$ cat src/rtl/uart_pkg.sv
// Shared UART encodings: parity/baud selects, receiver states, frame length.
// The transmit unit uses the same parity_type and baud_rate meanings.
package uart_pkg;
  localparam int unsigned FRAME_BITS = 11;

  localparam logic [1:0] PAR_NONE = 2'b00;
  localparam logic [1:0] PAR_ODD  = 2'b01;
  localparam logic [1:0] PAR_EVEN = 2'b10;

  localparam logic [1:0] BAUD_2400  = 2'b00;
  localparam logic [1:0] BAUD_4800  = 2'b01;
  localparam logic [1:0] BAUD_9600  = 2'b10;
  localparam logic [1:0] BAUD_19200 = 2'b11;

  typedef enum logic [2:0] {IDLE, START, DATA, PARITY, STOP} rx_state_e;

  function automatic int unsigned baud_of(input logic [1:0] sel);
    int unsigned r;
    case (sel)
      BAUD_4800:  r = 4800;
      BAUD_9600:  r = 9600;
      BAUD_19200: r = 19200;
      default:    r = 2400;
    endcase
    return r;
  endfunction
endpackage

$ cat src/rtl/baud_gen_rx16.sv
// 16x oversample tick generator; restart zeroes the phase so the first
// tick lands a fixed number of clocks after the detected start edge.
module baud_gen_rx16
  import uart_pkg::*;
#(
  parameter int unsigned CLK_FREQ = 50_000_000
) (
  input  logic       clock,
  input  logic       reset_n,
  input  logic       restart,
  input  logic [1:0] baud_rate,
  output logic       tick
);
  localparam int unsigned DIV_2400  = CLK_FREQ / (baud_of(BAUD_2400)  * 16);
  localparam int unsigned DIV_4800  = CLK_FREQ / (baud_of(BAUD_4800)  * 16);
  localparam int unsigned DIV_9600  = CLK_FREQ / (baud_of(BAUD_9600)  * 16);
  localparam int unsigned DIV_19200 = CLK_FREQ / (baud_of(BAUD_19200) * 16);
  localparam int CW = $clog2(DIV_2400 + 1);

  logic [CW-1:0] r_cnt;
  logic [CW-1:0] w_top;

  always_comb begin
    w_top = CW'(DIV_2400 - 1);
    case (baud_rate)
      BAUD_4800:  w_top = CW'(DIV_4800 - 1);
      BAUD_9600:  w_top = CW'(DIV_9600 - 1);
      BAUD_19200: w_top = CW'(DIV_19200 - 1);
      default:    ;
    endcase
  end

  assign tick = (r_cnt >= w_top) && !restart;

  always_ff @(posedge clock) begin
    if (!reset_n || restart) r_cnt <= '0;
    else if (r_cnt >= w_top) r_cnt <= '0;
    else                     r_cnt <= r_cnt + 1'b1;
  end
endmodule

$ cat src/rtl/uart_rx_unit.sv
// 16x-oversampling UART receiver for 11-bit frames (start, 8 data LSB first,
// parity slot, stop); delivers the byte with a one-clock done pulse.
module uart_rx_unit
  import uart_pkg::*;
#(
  parameter int unsigned CLK_FREQ = 50_000_000
) (
  input  logic       clock,
  input  logic       reset_n,
  input  logic       data_rx,
  input  logic [1:0] parity_type,
  input  logic [1:0] baud_rate,
  output logic [7:0] data_out,
  output logic       active_flag,
  output logic       done_flag,
  output logic       parity_error,
  output logic       stop_error
);
  rx_state_e  r_state, w_state_nxt;
  logic       r_sync1, r_sync2, r_sync_d;
  logic [3:0] r_tick_cnt;
  logic [2:0] r_bit_cnt;
  logic [7:0] r_shift;
  logic       r_slot;
  logic [1:0] r_baud;
  logic [7:0] r_data_out;
  logic       r_active, r_done, r_perr, r_serr;
  logic       w_tick, w_fall, w_mid, w_restart, w_go_data, w_shift_en, w_slot_en, w_finish;
  logic       w_chk_en, w_perr;

  baud_gen_rx16 #(.CLK_FREQ(CLK_FREQ)) u_baud (
    .clock     (clock),
    .reset_n   (reset_n),
    .restart   (w_restart),
    .baud_rate (r_baud),
    .tick      (w_tick)
  );

  assign w_fall = r_sync_d & ~r_sync2;
  assign w_mid  = w_tick && (r_tick_cnt == 4'd15);

  always_ff @(posedge clock) begin
    if (!reset_n) r_state <= IDLE;
    else          r_state <= w_state_nxt;
  end

  always_comb begin
    w_state_nxt = r_state;
    w_restart   = 1'b0;
    w_go_data   = 1'b0;
    w_shift_en  = 1'b0;
    w_slot_en   = 1'b0;
    w_finish    = 1'b0;
    case (r_state)
      IDLE:   if (w_fall) begin w_restart = 1'b1; w_state_nxt = START; end
      START:  if (w_tick && r_tick_cnt == 4'd7) begin
                if (!r_sync2) begin w_go_data = 1'b1; w_state_nxt = DATA; end
                else          w_state_nxt = IDLE;
              end
      DATA:   if (w_mid) begin
                w_shift_en = 1'b1;
                if (r_bit_cnt == 3'd7) w_state_nxt = PARITY;
              end
      PARITY: if (w_mid) begin w_slot_en = 1'b1; w_state_nxt = STOP; end
      STOP:   if (w_mid) begin w_finish = 1'b1; w_state_nxt = IDLE; end
      default: w_state_nxt = IDLE;
    endcase
  end

  // parity_type is read live here, so mid-frame changes only matter at STOP
  assign w_chk_en = (parity_type == PAR_ODD) || (parity_type == PAR_EVEN);
  assign w_perr   = w_chk_en && (((^r_shift) ^ r_slot) != (parity_type == PAR_ODD));

  always_ff @(posedge clock) begin
    if (!reset_n) begin
      r_sync1    <= 1'b1;
      r_sync2    <= 1'b1;
      r_sync_d   <= 1'b1;
      r_tick_cnt <= '0;
      r_bit_cnt  <= '0;
      r_shift    <= '0;
      r_slot     <= 1'b0;
      r_baud     <= BAUD_2400;
      r_data_out <= '0;
      r_active   <= 1'b0;
      r_done     <= 1'b0;
      r_perr     <= 1'b0;
      r_serr     <= 1'b0;
    end else begin
      r_sync1  <= data_rx;
      r_sync2  <= r_sync1;
      r_sync_d <= r_sync2;
      r_done   <= w_finish;
      if (w_restart) r_baud <= baud_rate;
      // mid-start sits at count 7; restarting at 0 puts later samples at 15
      if (r_state == IDLE || w_go_data) r_tick_cnt <= '0;
      else if (w_tick)                  r_tick_cnt <= r_tick_cnt + 4'd1;
      if (w_go_data)       r_bit_cnt <= '0;
      else if (w_shift_en) r_bit_cnt <= r_bit_cnt + 3'd1;
      if (w_shift_en) r_shift <= {r_sync2, r_shift[7:1]};
      if (w_slot_en)  r_slot  <= r_sync2;
      if (w_go_data)     r_active <= 1'b1;
      else if (w_finish) r_active <= 1'b0;
      if (w_finish) begin
        r_data_out <= r_shift;
        r_perr     <= w_perr;
        r_serr     <= !r_sync2;
      end
    end
  end

  assign data_out     = r_data_out;
  assign active_flag  = r_active;
  assign done_flag    = r_done;
  assign parity_error = r_perr;
  assign stop_error   = r_serr;
endmodule

$ cat config.mk
export PLATFORM = sky130hd
export DESIGN_NAME = uart_rx_unit
export DESIGN_NICKNAME = d
export VERILOG_FILES = /design/src/rtl/uart_pkg.sv /design/src/rtl/baud_gen_rx16.sv /design/src/rtl/uart_rx_unit.sv
export SDC_FILE = /design/constraint.sdc
export NUM_CORES = 1
export LEC_CHECK = 0
export CAP_MARGIN = 20
export CORE_MARGIN = 5
export CORE_UTILIZATION = 57
export CTS_CLUSTER_DIAMETER = 100
export DETAILED_ROUTE_END_ITERATION = 6
export PLACE_DENSITY = 0.88
export SYNTH_ARGS = -nofsm -noshare
export SYNTH_HDL_FRONTEND = slang
export SYNTH_SLANG_ARGS = --single-unit
$ cat constraint.sdc
create_clock -name clock -period 3.3 [get_ports clock]
set_clock_uncertainty 0.15 [all_clocks]
set_input_delay 0.66 -clock clock [delete_from_list [all_inputs] [get_ports clock]]
set_output_delay 0.66 -clock clock [all_outputs]
set_load 0.05 [all_outputs]
==> results.cfg <==
[logic_synthesis]
synth_nets = 279
synth_edf_count = 0
yosysWarnings = 0
synth_top_cell_area_share_pct = 39.45
postSynthAreaPerCell_um2 = 9.463
synth-seq-cells = 47
syn_area_um2 = 2385
yosysSeqAreaShare_pct = 39.45
synth_cell_types = 39
synth_flop_cell = dfxtp_1
synthCells = 252
yosysTopAreaCell = dfxtp_1
async_flop_share_pct = 0
synth_area_leaders = dfxtp_1 39%, ha_1 10%, mux2i_1 9.7%

[global_route]
met1_usage_pct = 23.22
grt_pass1_vias = 1708
grt.met3_usage_pct = 4.940
grt_pass1_wl_um = 7596
use_met2_pct = 27.22
grt_max_degree = 20
busiest_layer = met2
antenna_found_initial = 0
overflow = 0
gr-usage-all-layers_pct = 17.59

[clock_tree]
cts_max_level = 2
cts_root_buf = clkbuf_8
insertion_delay_ps = 290
post_cts_buffers = 0
cts_tree = yes
numCtsBuffers = 5
clock_sinks = 47
cts_resized = 0
clockBufferDepth = 2
hold_buffers = 0
clkTransAtPathRegs_ps = 80

[critical_path]
start_kind = register
cp-end-kind = register
critical_path_class = register to register
worstPathMaxFanout = 11
required_ps = 3360
crit_arrival_ps = 2910

[detailed_routing]
routedWlPerCell_um = 13.75
finalWirelength_um = 4415
vias_per_cell = 5.458
drt_iter0_markers = 117
drtPass1Iterations = 4
num_vias = 1752
drc_errors = 0
ant_nets = 0

[floorplan]
die_area_um2 = 5577
initial_core_util_pct = 59.19
core_region_area_um2 = 4029
die_h_um = 74.68
ioPinCount = 19
row_count = 23
fp.dieW_um = 74.68

[timing]
tightest_slew_ps = 533.3
max_slew_margin_pct = 64.17
timing.final.ws_setup_ps = 452.4
clock.fmax_mhz = 351.2
finalHoldViolCount = 0
setup_viol = 0
period_needed_ps = 2848
whs_ps = 271.7
rsz0062_at_grt = no
slew_viol_final = 0
period_share_pct = 86.29
tns_ps = 0

[placed_design]
port_buffers = 18
gp_congestion = 0.9001
dpl_cell_area_um2 = 2615
dpl_worst_slack_ps = 586.0
dp_hpwl_um = 3151
place_inst = 315

[power_and_ir_drop]
p_leak_nw = 0.9564
vdd_ir_drop_max_uv = 301.8
power_density_nw_per_um2 = 357.8

[outcome]
status = complete, no violations

[finish]
fin_cells = 321
antennaDiodeCount = 0
nNetsFinal = 299
areaGrowthSynthToFinish_pct = 12.85
final_cell_mix = 47 x dfxtp_1, 23 x mux2i_1, 22 x nor2_1, 21 x nor2b_1, 20 x ha_1
drive_gt1_share_pct = 7.011
fin_area_um2 = 2691
final_common_cell = dfxtp_1

[job]
maxCapViolations = 0

[worst_hold_path]
min_path_type = register to register
## worst max-delay path, stage by stage (launching register included)
cell and delay [ps]:
dfxtp_1 410, inv_1 110, ha_1 230, inv_1 100, ha_1 260, a21oi_1 180, o21ai_0 160, a21oi_2 330
and2_4 260, nand3b_1 340, a21oi_1 230
## cell type report
type | count | area, um^2
Multi-Input combinational cell | 184 | 1360
Fill cell | 317 | 1338
Sequential cell | 47 | 940.9
Timing Repair Buffer | 21 | 202.7
Clock buffer | 5 | 68.82
Tap cell | 50 | 62.56
Inverter | 13 | 48.80
Clock inverter | 1 | 7.507
## state kept, by name (all words and copies together), names as in the netlist
register / flops
r_sync1: 1
r_sync2: 1
r_shift: 8
done_flag: 1
active_flag: 1
r_sync_d: 1
r_baud: 2
u_baud.r_cnt: 11
parity_error: 1
r_tick_cnt: 4
r_state: 3
r_slot: 1
r_bit_cnt: 3
stop_error: 1
data_out: 8
## metal layers
metal  vias up  routed length [um]
met3         8                 213
li1        896                   -
met5         -                   0
met1       808                2063
met2        40                2061
met4         0                  77
## synthesized netlist by cell type, drive strengths merged (2+ instances only)
library cell and count:
nand2b 6, nand2 13, inv 13, clkbuf 6, ha 20, xnor2 16, buf 2, mux2i 23
nor3 5, nand4 3, o21a 2, nor2 22, and2 3, xor2 4, a211oi 3, nand3b 2
dfxtp 47, nor2b 21, o21ai 5, nand3 8, and3 3, a21oi 14
## worst paths after layout
check / depth (start not counted) / slack [ps] / end / startpoint
worst min register to register: 1 / 270 / r_sync2$_SDFF_PN1_ / r_sync1$_SDFF_PN1_
worst max register to register: 10 / 450 / u_baud.r_cnt[10]$_SDFF_PP0_ / r_baud[0]$_SDFFE_PN0P_
worst min-delay path: 1 / 270 / r_sync2$_SDFF_PN1_ / r_sync1$_SDFF_PN1_
worst max-delay path: 10 / 450 / u_baud.r_cnt[10]$_SDFF_PP0_ / r_baud[0]$_SDFFE_PN0P_
## kinds of logic after synthesis
kind of cell,Yosys count,share of synthesized area (%)
AO/OA/AOI/OAI,30,9.391
adder cells (fa/ha/maj),20,10.49
multiplexers,23,9.654
AND/OR/NAND/NOR,91,20.15
flip-flops,47,39.45
buffers and inverters,21,3.515
XOR/XNOR,20,7.345
## report_power, final
group / internal [mW] / switching [mW] / total [mW]
logic: 0.0290 / 0.0335 / 0.0626
clock network: 0.141 / 0.180 / 0.321
registers: 0.573 / 0.00716 / 0.580
total: 0.742 / 0.221 / 0.963
## through the flow
step / util (%) / power (mW)
5_1_grt: 66.80 / 1.005
2_1_floorplan: - / 0.6347
6_report: 66.80 / 0.9630
3_5_place_dp: 64.91 / 0.6539
4_1_cts: 66.80 / 0.9699
3_3_place_gp: 64.91 / 0.6513
Note: power is estimated with default switching activity, not from simulation.
